## config.mk

```make
export PLATFORM = sky130hd
export DESIGN_NAME = mux_sel_sequencer
export DESIGN_NICKNAME = d
export VERILOG_FILES = /design/src/rtl/mux_sel_sequencer.sv
export SDC_FILE = /design/constraint.sdc
export NUM_CORES = 1
export LEC_CHECK = 0
export BUFFER_PORTS_ARGS = -buffer_cell sky130_fd_sc_hd__buf_2
export CAP_MARGIN = 40
export CORE_UTILIZATION = 43
export DETAILED_ROUTE_END_ITERATION = 7
export PLACE_DENSITY_LB_ADDON = 0.2
export SYNTH_ARGS = -nofsm -noshare
export SYNTH_HDL_FRONTEND = slang
export SYNTH_SLANG_ARGS = --single-unit
```

## constraint.sdc

```tcl
create_clock -name clk -period 2.3 [get_ports clk]
set_clock_uncertainty 0.2 [all_clocks]
set_input_delay 0.46 -clock clk [delete_from_list [all_inputs] [get_ports clk]]
set_output_delay 0.46 -clock clk [all_outputs]
set_load 0.01 [all_outputs]
```

## src/rtl/mux_sel_sequencer.sv

```systemverilog
// rtl/mux_sel_sequencer.sv - serializes an 8-bit word by stepping the 8:1 mux select
// Holds the accepted word on mux_i and walks mux_sel through all eight positions, one per step_en.
module mux_sel_sequencer #(
   parameter bit MSB_FIRST = 1'b0
) (
   input  logic       clk,
   input  logic       rst,
   input  logic [7:0] load_data,
   input  logic       load_valid,
   output logic       load_ready,
   input  logic       step_en,
   output logic [7:0] mux_i,
   output logic [2:0] mux_sel,
   output logic       bit_valid,
   output logic       last,
   output logic       done
);

   localparam logic [0:0] IDLE  = 1'b0;
   localparam logic [0:0] SHIFT = 1'b1;

   localparam logic [2:0] SEL_START = MSB_FIRST ? 3'd7 : 3'd0;
   localparam logic [2:0] SEL_END   = MSB_FIRST ? 3'd0 : 3'd7;
   // Adding 7 is a decrement modulo 8, so both orders share one adder.
   localparam logic [2:0] SEL_STEP  = MSB_FIRST ? 3'd7 : 3'd1;

   logic [0:0] state;
   logic       accept;

   assign bit_valid  = (state == SHIFT);
   assign last       = (state == SHIFT) && (mux_sel == SEL_END);
   assign load_ready = !rst && ((state == IDLE) || (last && step_en));
   assign accept     = load_ready && load_valid;

   always_ff @(posedge clk) begin
      if (rst) begin
         state   <= IDLE;
         mux_i   <= 8'h00;
         mux_sel <= SEL_START;
         done    <= 1'b0;
      end else begin
         done <= 1'b0;
         if (accept) begin
            // Covers both the idle load and the seamless back-to-back reload.
            mux_i   <= load_data;
            mux_sel <= SEL_START;
            state   <= SHIFT;
         end else if ((state == SHIFT) && step_en) begin
            if (last) begin
               state <= IDLE;
               done  <= 1'b1;
            end else begin
               mux_sel <= mux_sel + SEL_STEP;
            end
         end
      end
   end

endmodule

```

Yosys cells after proc, flatten, opt, wreduce, memory -nomap -nowiden
Index checks and enable logic that the tools add are counted.
{ "totals": {"wordCells": 26, "output_inout_bits": 15, "register_bits": 13} }
{ "classes": {"mux": 4, "reduce_logical": 13, "bitwise": 3, "eq_ne": 1, "add_sub_neg": 1} }
{ "op_table": {"columns": ["op", "count"], "rows": [
  ["$logic_and 1x1->1", 5],
  ["$mux 1", 4],
  ["$reduce_and 2->1", 2],
  ["$reduce_bool 2->1", 2],
  ["$add 3x1->3 const B", 1],
  ["$eq 3x3->1 const B", 1],
  ["$not 1->1", 3],
  ["$reduce_or 3->1", 1],
  ["$reduce_or 2->1", 1],
  ["$logic_not 1->1", 1],
  ["$logic_or 1x1->1", 1]
]} }

Logic depth before layout (Yosys ltp)
Gate-level depths: netlist of run 1.
{ "logic_depth": {"ltp_word": 8, "depth_mapped": 6, "mapped_depth_nobuf": 5} }

Least setup slack after synthesis of run 1
Ideal clock, no wire load.
{ "synth_path": {"kind": "reg-to-reg", "from": "register mux_sel[0]", "to": "register mux_i[0]", "arrival_time_ns": 1.492, "path_slack_ns": 0.487, "t_required_ns": 1.979, "stages_incl_launch_ff": 7, "path_cell_list": "dfxtp_1 ha_1 ha_1 a21boi_4 nor3b_4 buf_6 mux2_4"} }
{ "synth_via": {"elab_chain_cells": 6} }
{ "synth_rtl": {"columns": ["element", "line_no", "text"], "rows": [
  ["start: declaration", "13", "output logic [2:0] mux_sel,"],
  ["start signal: assignment", "53", "mux_sel <= mux_sel + SEL_STEP;"],
  ["$eq 3x3->1", "31", "assign last = (state == SHIFT) && (mux_sel == SEL_END);"],
  ["$logic_and 1x1->1", "31", null],
  ["$logic_and 1x1->1", "32", "assign load_ready = !rst && ((state == IDLE) || (last && step_en));"],
  ["$logic_or 1x1->1", "32", null],
  ["$logic_and 1x1->1", "32", null],
  ["$logic_and 1x1->1", "33", "assign accept = load_ready && load_valid;"],
  ["end signal: assignment", "45", "mux_i <= load_data;"],
  ["end: declaration", "12", "output logic [7:0] mux_i,"]
]} }
Every way passes these cells.
A chain may end at the register's enable or synchronous reset.

Worst setup path after layout of run 1
{ "layout_path": {"from": "register mux_sel[0]", "to": "output port load_ready"} }
{ "layout_via": {"elab_chain_cells": 5} }
{ "layout_rtl": {"columns": ["element", "line_no", "text"], "rows": [
  ["$eq 3x3->1", "31", null],
  ["$logic_and 1x1->1", "31", null],
  ["$logic_and 1x1->1", "32", null],
  ["$logic_or 1x1->1", "32", null],
  ["$logic_and 1x1->1", "32", null],
  ["end: declaration", "10", "output logic load_ready,"]
]} }
Every way passes these cells.

==> summary.md, run 1 <==
| Metric | Value |
|---|---|
| Non-filler instance count after layout | `between 90 and 100` |
| Die Height | `around 39 um` |
| Synth Warn # | `0` |
| CP max-delay cell | `dfxtp_1` |
| CTS Hold Bufs | `0` |
| Crit path arrival time | `1430 ps` |
| Worst path required time | `~1600 ps` |
| Remaining global-route overflow | `0` |
| Largest family of logic cells by synthesized area | `multiplexers` |
| Initial antenna violation count | `0` |
| Worst slew pin tran | `around 300 ps` |
| Mean routed wirelength per cell | `between 10 and 15 um` |
| Reg clk slew, reported paths | `~80 ps` |
| Area growth syn-to-layout | `28.2%` |
| Slowest stage delay, CP | `340 ps` |
| GPL Wtd Cong | `approximately 0.64` |
| Placed standard-cell area | `~720 um2` |
| Post-synthesis adder-cell area fraction | `around 4.3%` |
| Met1 Routed Length | `between 500 and 600 um` |
| Routed length on met3 | `54 um` |
| Post-synthesis compound-gate area fraction | `between 3 and 4%` |
| CP Cell Sequence | `ha_1, ha_1, a21boi_4, nor2_1, buf_2` |
| Top Ports | `27` |
| Multiplexer share of the synthesized area | `roughly a quarter` |
| Worst rel slew slack | `80.4%` |
| Crit-path most repeated cell | `ha_1` |
| RSZ-0062 raised after global routing | `no` |
| GRT Total Usage | `between 10% and 20%` |
| Rows | `12` |
| Die width | `about 40 um` |
| Worst-Skew Late Latency | `270 ps` |
| FF+latch count, synth | `13` |
| DRT iter0 DRCs | `1` |
| Dominant cell type by area after synthesis | `dfxtp_1` |
| Avg Inst Size Synth | `between 10 and 15 um2` |
| Hold Path Class | `input pin to flop` |
| Fill cell count | `slightly below 100` |
| Total setup buffers inserted after CTS | `0` |
| Routed wl met2 | `slightly below 500 um` |
| Total core area | `about 1200 um2` |
| Top Layer Used | `met3` |
| Final Hold Viols | `0` |
| DRC | `0` |
| CTS tree | `yes` |
| Crit-path max FO | `3` |
| Synth Instances | `48` |
| Final core utilization | `between 60 and 70%` |
| Final nets | `between 90 and 100` |
| Setup Crit Path Kind | `flop to output pin` |
| Share of the synthesized area in the top cell type | `approximately 44%` |
| Synth unique cells | `16` |
| Clock sink total | `13` |
| Period utilization | `about 90%` |
| Syn_nets | `between 60 and 70` |
| Final WL | `about 1100 um` |
| Post-route ant nets | `0` |
| Leakage | `slightly below 0.0004 uW` |
| Post-CTS Resized | `0` |
| Vias in the first global route | `between 400 and 500` |
| Slew Limit Fails | `0` |
| Endpoints failing setup | `0` |
| Setup crit end kind | `output pin` |
| Cell family with most CP delay | `adder cells` |
| Design Area, Final | `751 um2` |
| Seq/Total Area, Yosys | `around 44%` |
| Synth Cell Area | `around 590 um2` |
| Synth Area in XOR/XNOR | `under 10%` |
| Clock root buffer | `clkbuf_4` |
| Ant. Diodes | `0` |
| First-pass detailed-route iteration total | `2` |
| Simple-Gate Fraction of Synth Area | `20.5%` |
| Status | `complete, no violations` |
| Maximum vdd drop | `slightly below 0.3 mV` |
| Initial Util | `about half` |
| Setup TNS | `0 ps` |
| PortBufs | `26` |
| Largest net degree at the start of global routing | `16` |
| Via-to-Cell Ratio | `approximately 4.6` |
| First-pass GRT wire length | `roughly 1800 um` |
| Placed cells | `87` |
| Cts bufs inserted | `3` |
| Die ar. | `1510 um2` |
| FMAX | `around 480 MHz` |
| CP Launch Type | `flop` |
| Final Critical Period | `approximately 2100 ps` |
| Pwr Density | `roughly 610 nW/um2` |
| Share of cells above drive strength 1 | `between 50% and 60%` |
| H-tree depth | `1` |
| Buf+Inv Stages, Crit Path | `1` |
| CTS Buffer Depth | `2` |
| Via count | `about 420` |
| HPWL after DPL | `between 700 and 800 um` |
| Area contributors post-synth | `dfxtp_1, mux2_4, nor2b_1` |
| Max_cap viols | `0` |
-- cells in the mapped netlist --
cell      count
nor2b_1       8
and3_2        1
dfxtp_1      13
nand3b_1      1
ha_1          2
nor2_1        4
buf_6         1
nor3b_4       1
a21boi_4      1
buf_2         1
mux2_4        7
nor3_1        3
xor2_1        1
mux2_2        1
and2_1        1
mux2i_1       2
-- state kept, by name, summed over array words and instances (netlist names) --
| name | cells |
|---|---|
| mux_sel | 3 |
| done | 1 |
| bit_valid | 1 |
| mux_i | 8 |
-- metal layers --
layer  global-route usage [%]  vias up
li1                         -      219
met1                     22.2      187
met2                     30.4       17
met3                     4.05        0
met4                     7.76        0
met5                        0        -
-- layout by cell type (no fill, tap or decap) --
cell | netlist | final
a21boi_4 | 1 | 1
and2_1 | 1 | 1
and3_2 | 1 | 1
buf_2 | 1 | 26
buf_4 | 0 | 1
clkbuf_1 | 0 | 1
clkbuf_4 | 0 | 3
dfxtp_1 | 13 | 13
ha_1 | 2 | 2
mux2_2 | 1 | 1
mux2_4 | 7 | 7
mux2i_1 | 2 | 2
nand3b_1 | 1 | 1
nor2_1 | 4 | 4
nor2b_1 | 8 | 8
nor3_1 | 3 | 3
nor3b_4 | 1 | 1
xor2_1 | 1 | 1
-- per-stage QoR --
step / hold slack [ps] / power, uW / setup slack (ps)
3_3_place_gp: 348 / 323 / 466
2_1_floorplan: 361 / 295 / 487
5_1_grt: 204 / 481 / 130
4_1_cts: 204 / 464 / 188
6_report: 211 / 458 / 206
3_5_place_dp: 354 / 324 / 404
-- logic make-up after synthesis --
kind of cell	Yosys count
AOI/OAI and AO/OA	1
xor gates and xnor gates	1
adders and majority gates	2
buffers and inverters	2
DFF	13
muxes	10
and+or+nand+nor	19
-- final cells by class --
cell class / instances / area, um2 / share of cell area, %
clock buffer: 4 / 26.3 / 3.50
multi-input combinational: 33 / 309 / 41.2
sequential: 13 / 260 / 34.7
tap: 14 / 17.5 / 2.33
timing repair buffer: 27 / 138 / 18.3
-- path summary, 6_finish.rpt --
check / slack [ps] / end / depth (start not counted) / from
worst max-delay path: 210 / load_ready / 5 / mux_sel[0]
worst min register to register: 360 / mux_sel[1] / 2 / mux_sel[1]
worst min-delay path: 210 / mux_i[7] / 2 / load_data[7]
worst max register to register: 400 / mux_i[7] / 6 / mux_sel[0]
-- where the power goes --
group          total (uW)  switching [uW]  internal [uW]
Sequential            245            6.87            238
Combinational        73.9            32.2           41.7
Clock                 140            72.9           67.1
Note: power is estimated with default switching activity, not from simulation.
==> inputs of run 2 (changes only) <==
BUFFER_PORTS_ARGS = not set   (was -buffer_cell sky130_fd_sc_hd__buf_2)
CORE_AREA = 2 2 39 41   (was not set)
CORE_UTILIZATION = not set   (was 43)
DIE_AREA = 0 0 41 43   (was not set)
DONT_BUFFER_PORTS = 1   (was not set)
clock period = 2.1 ns   (was 2.3 ns; I/O delays follow)
==> run 2 against run 1 <==
Non-clock buffer count fell by 22. Final area down 12%. Combinational power fell by 30%. Highest routed layer unchanged.
==> summary.md, run 2 (synthesis gave the netlist of run 1 again) <==
| Metric | Value |
|---|---|
| Largest registers | `mux_i (8), mux_sel (3)` |
| Rows | `14 (+2)` |
| Final Hold Viols | `0 (unchanged)` |
| Period utilization | `93.6%` |
| Setup TNS | `0 ps (unchanged)` |
| Total setup buffers inserted after CTS | `0 (unchanged)` |
| Pre-CTS setup slack | `219 ps (-185 ps)` |
| Die width | `41 um (+5.4%)` |
| PortBufs | `0 (-100%)` |
| Crit path arrival time | `1350 ps (-80 ps)` |
| Crit-path max FO | `3 (unchanged)` |
| Reg2reg setup slack | `200 ps (-200 ps)` |
| Max FFs per register | `8 (unchanged)` |
| Die ar. | `1760 um2 (+17%)` |
| First-pass detailed-route iteration total | `3 (+1)` |
| Most common cell after layout, fill and taps aside | `dfxtp_1` |
| DRC | `0 (unchanged)` |
| Largest reg by FF count | `mux_i` |
| Largest net degree at the start of global routing | `16 (unchanged)` |
| H-tree depth | `1 (unchanged)` |
| Via-to-Cell Ratio | `4.96 (+6.7%)` |
| Worst-Skew Late Latency | `260 ps (about the same)` |
| Hold_sp | `rst` |
| RSZ-0062 raised after global routing | `no` |
| Remaining global-route overflow | `0 (unchanged)` |
| Leakage | `0.000295 uW (-26%)` |
| Post-route ant nets | `0 (unchanged)` |
| GPL Wtd Cong | `0.629 (-0.93%)` |
| Fill cell count | `133 (+36%)` |
| Die Height | `43 um (+11%)` |
| Setup crit end kind | `output pin` |
| Endpoints failing setup | `0 (unchanged)` |
| GRT Total Usage | `12.3% (-5.9 points)` |
| Reg clk slew, reported paths | `80 ps (about the same)` |
| Top Ports | `27 (unchanged)` |
| Max_cap viols | `0 (unchanged)` |
| Commonest non-fill, non-tap cells in the layout | `dfxtp_1, nor2b_1, mux2_4` |
| CP Launch Type | `flop` |
| Maximum vdd drop | `0.278 mV (-6.2%)` |
| Pwr Density | `721 nW/um2 (+18%)` |
| HPWL after DPL | `772 um (-1.7%)` |
| Status | `complete, no violations` |
| Reg-to-reg startpoint | `mux_sel[1]` |
| Worst rel slew slack | `85.9% (+5.5 points)` |
| DRT iter0 DRCs | `2 (+1)` |
| Hold depth | `1 (-1)` |
| Final WL | `984 um (-9.1%)` |
| Initial antenna violation count | `0 (unchanged)` |
| CTS tree | `yes` |
| Share of cells above drive strength 1 | `30.9% (-22 points)` |
| Reg2reg end | `mux_i[2]` |
| Slew Limit Fails | `0 (unchanged)` |
| Area growth syn-to-layout | `12.4%` |
| Hold path endpoint | `mux_sel[2]` |
| Vias in the first global route | `331 (-22%)` |
| Clock sink total | `13 (unchanged)` |
| FMAX | `a little over 500 MHz` |
| Mean routed wirelength per cell | `13.9 um (+16%)` |
| Setup Crit Path Kind | `flop to output pin` |
| Ant. Diodes | `0 (unchanged)` |
| Post-CTS Resized | `0 (unchanged)` |
| Final Critical Period | `between 1500 and 2000 ps` |
| Clock root buffer | `clkbuf_4` |
| CTS Hold Bufs | `0 (unchanged)` |
| Setup ws final | `134 ps (-72.8 ps)` |
| Initial Util | `42.3% (-7.1 points)` |
| Final nets | `70 (-24%)` |
| R2R depth | `6 (unchanged)` |
| Worst path required time | `1480 ps (-160 ps)` |
| Via count | `352 (-17%)` |
| Worst setup startpoint | `mux_sel[1]` |
| Worst slew pin tran | `211 ps (-82.9 ps)` |
| CTS Buffer Depth | `2 (unchanged)` |
| Total core area | `1380 um2 (+17%)` |
| First-pass GRT wire length | `1470 um (-20%)` |
| Cts bufs inserted | `3 (unchanged)` |
| Hold Path Class | `input pin to flop` |
==> run 2: changes by cell type in the layout (fill, tap and decap cells not counted), sizes merged <==
cell,change
buf,-24
dlygate4sd3,+2
==> run 2: worst max path at each step <==
stage,endpoint,slack (ps),depth (start not counted)
3_3_place_gp,mux_i[6],260,6
4_1_cts,load_ready,110,4
5_1_grt,load_ready,40,4
2_1_floorplan,mux_i[0],290,6
6_report,load_ready,130,4
3_5_place_dp,mux_i[6],220,6
==> run 2: layer usage <==
metal / GRT usage, % / routed length, um / vias to the layer above
li1: - / - / 174
met1: 14.7 / 424 / 163
met2: 17.5 / 477 / 15
met3: 7.85 / 83 / 0
met4: 4.00 / 0 / 0
met5: 0 / 0 / -
==> run 2: metrics by stage <==
stage / instance area, um2 / hold slack, ps / power, uW / std cells / util [%]
final: 658 / 26.1 / 475 / 71 / 47.6
after global routing: 658 / 6.58 / 499 / 71 / 47.6
after global placement: 612 / 294 / 328 / 65 / 44.2
after floorplan: 586 / 341 / 323 / 48 / -
after detailed placement: 612 / 297 / 330 / 65 / 44.2
after CTS: 638 / 8.10 / 478 / 69 / 46.1
==> run 2: critical path, cell delays in order (launching register included) <==
cell      delay [ps]
dfxtp_1          410
ha_1             180
ha_1             210
a21boi_4          90
nor2_1           190
==> run 2: power breakdown <==
group	switching, uW	internal (uW)
combinational	17.4	34.2
sequential	15.1	260
clock	74.2	73.3
total	107	368
==> run 2: area by class of cell <==
type                            count  area (um2)  area share (%)
Tap cell                           16        20.0            3.04
Sequential cell                    13         260            39.5
Timing Repair Buffer                5        42.5            6.46
Clock buffer                        4        26.3            3.99
Multi-Input combinational cell     33         309            47.0
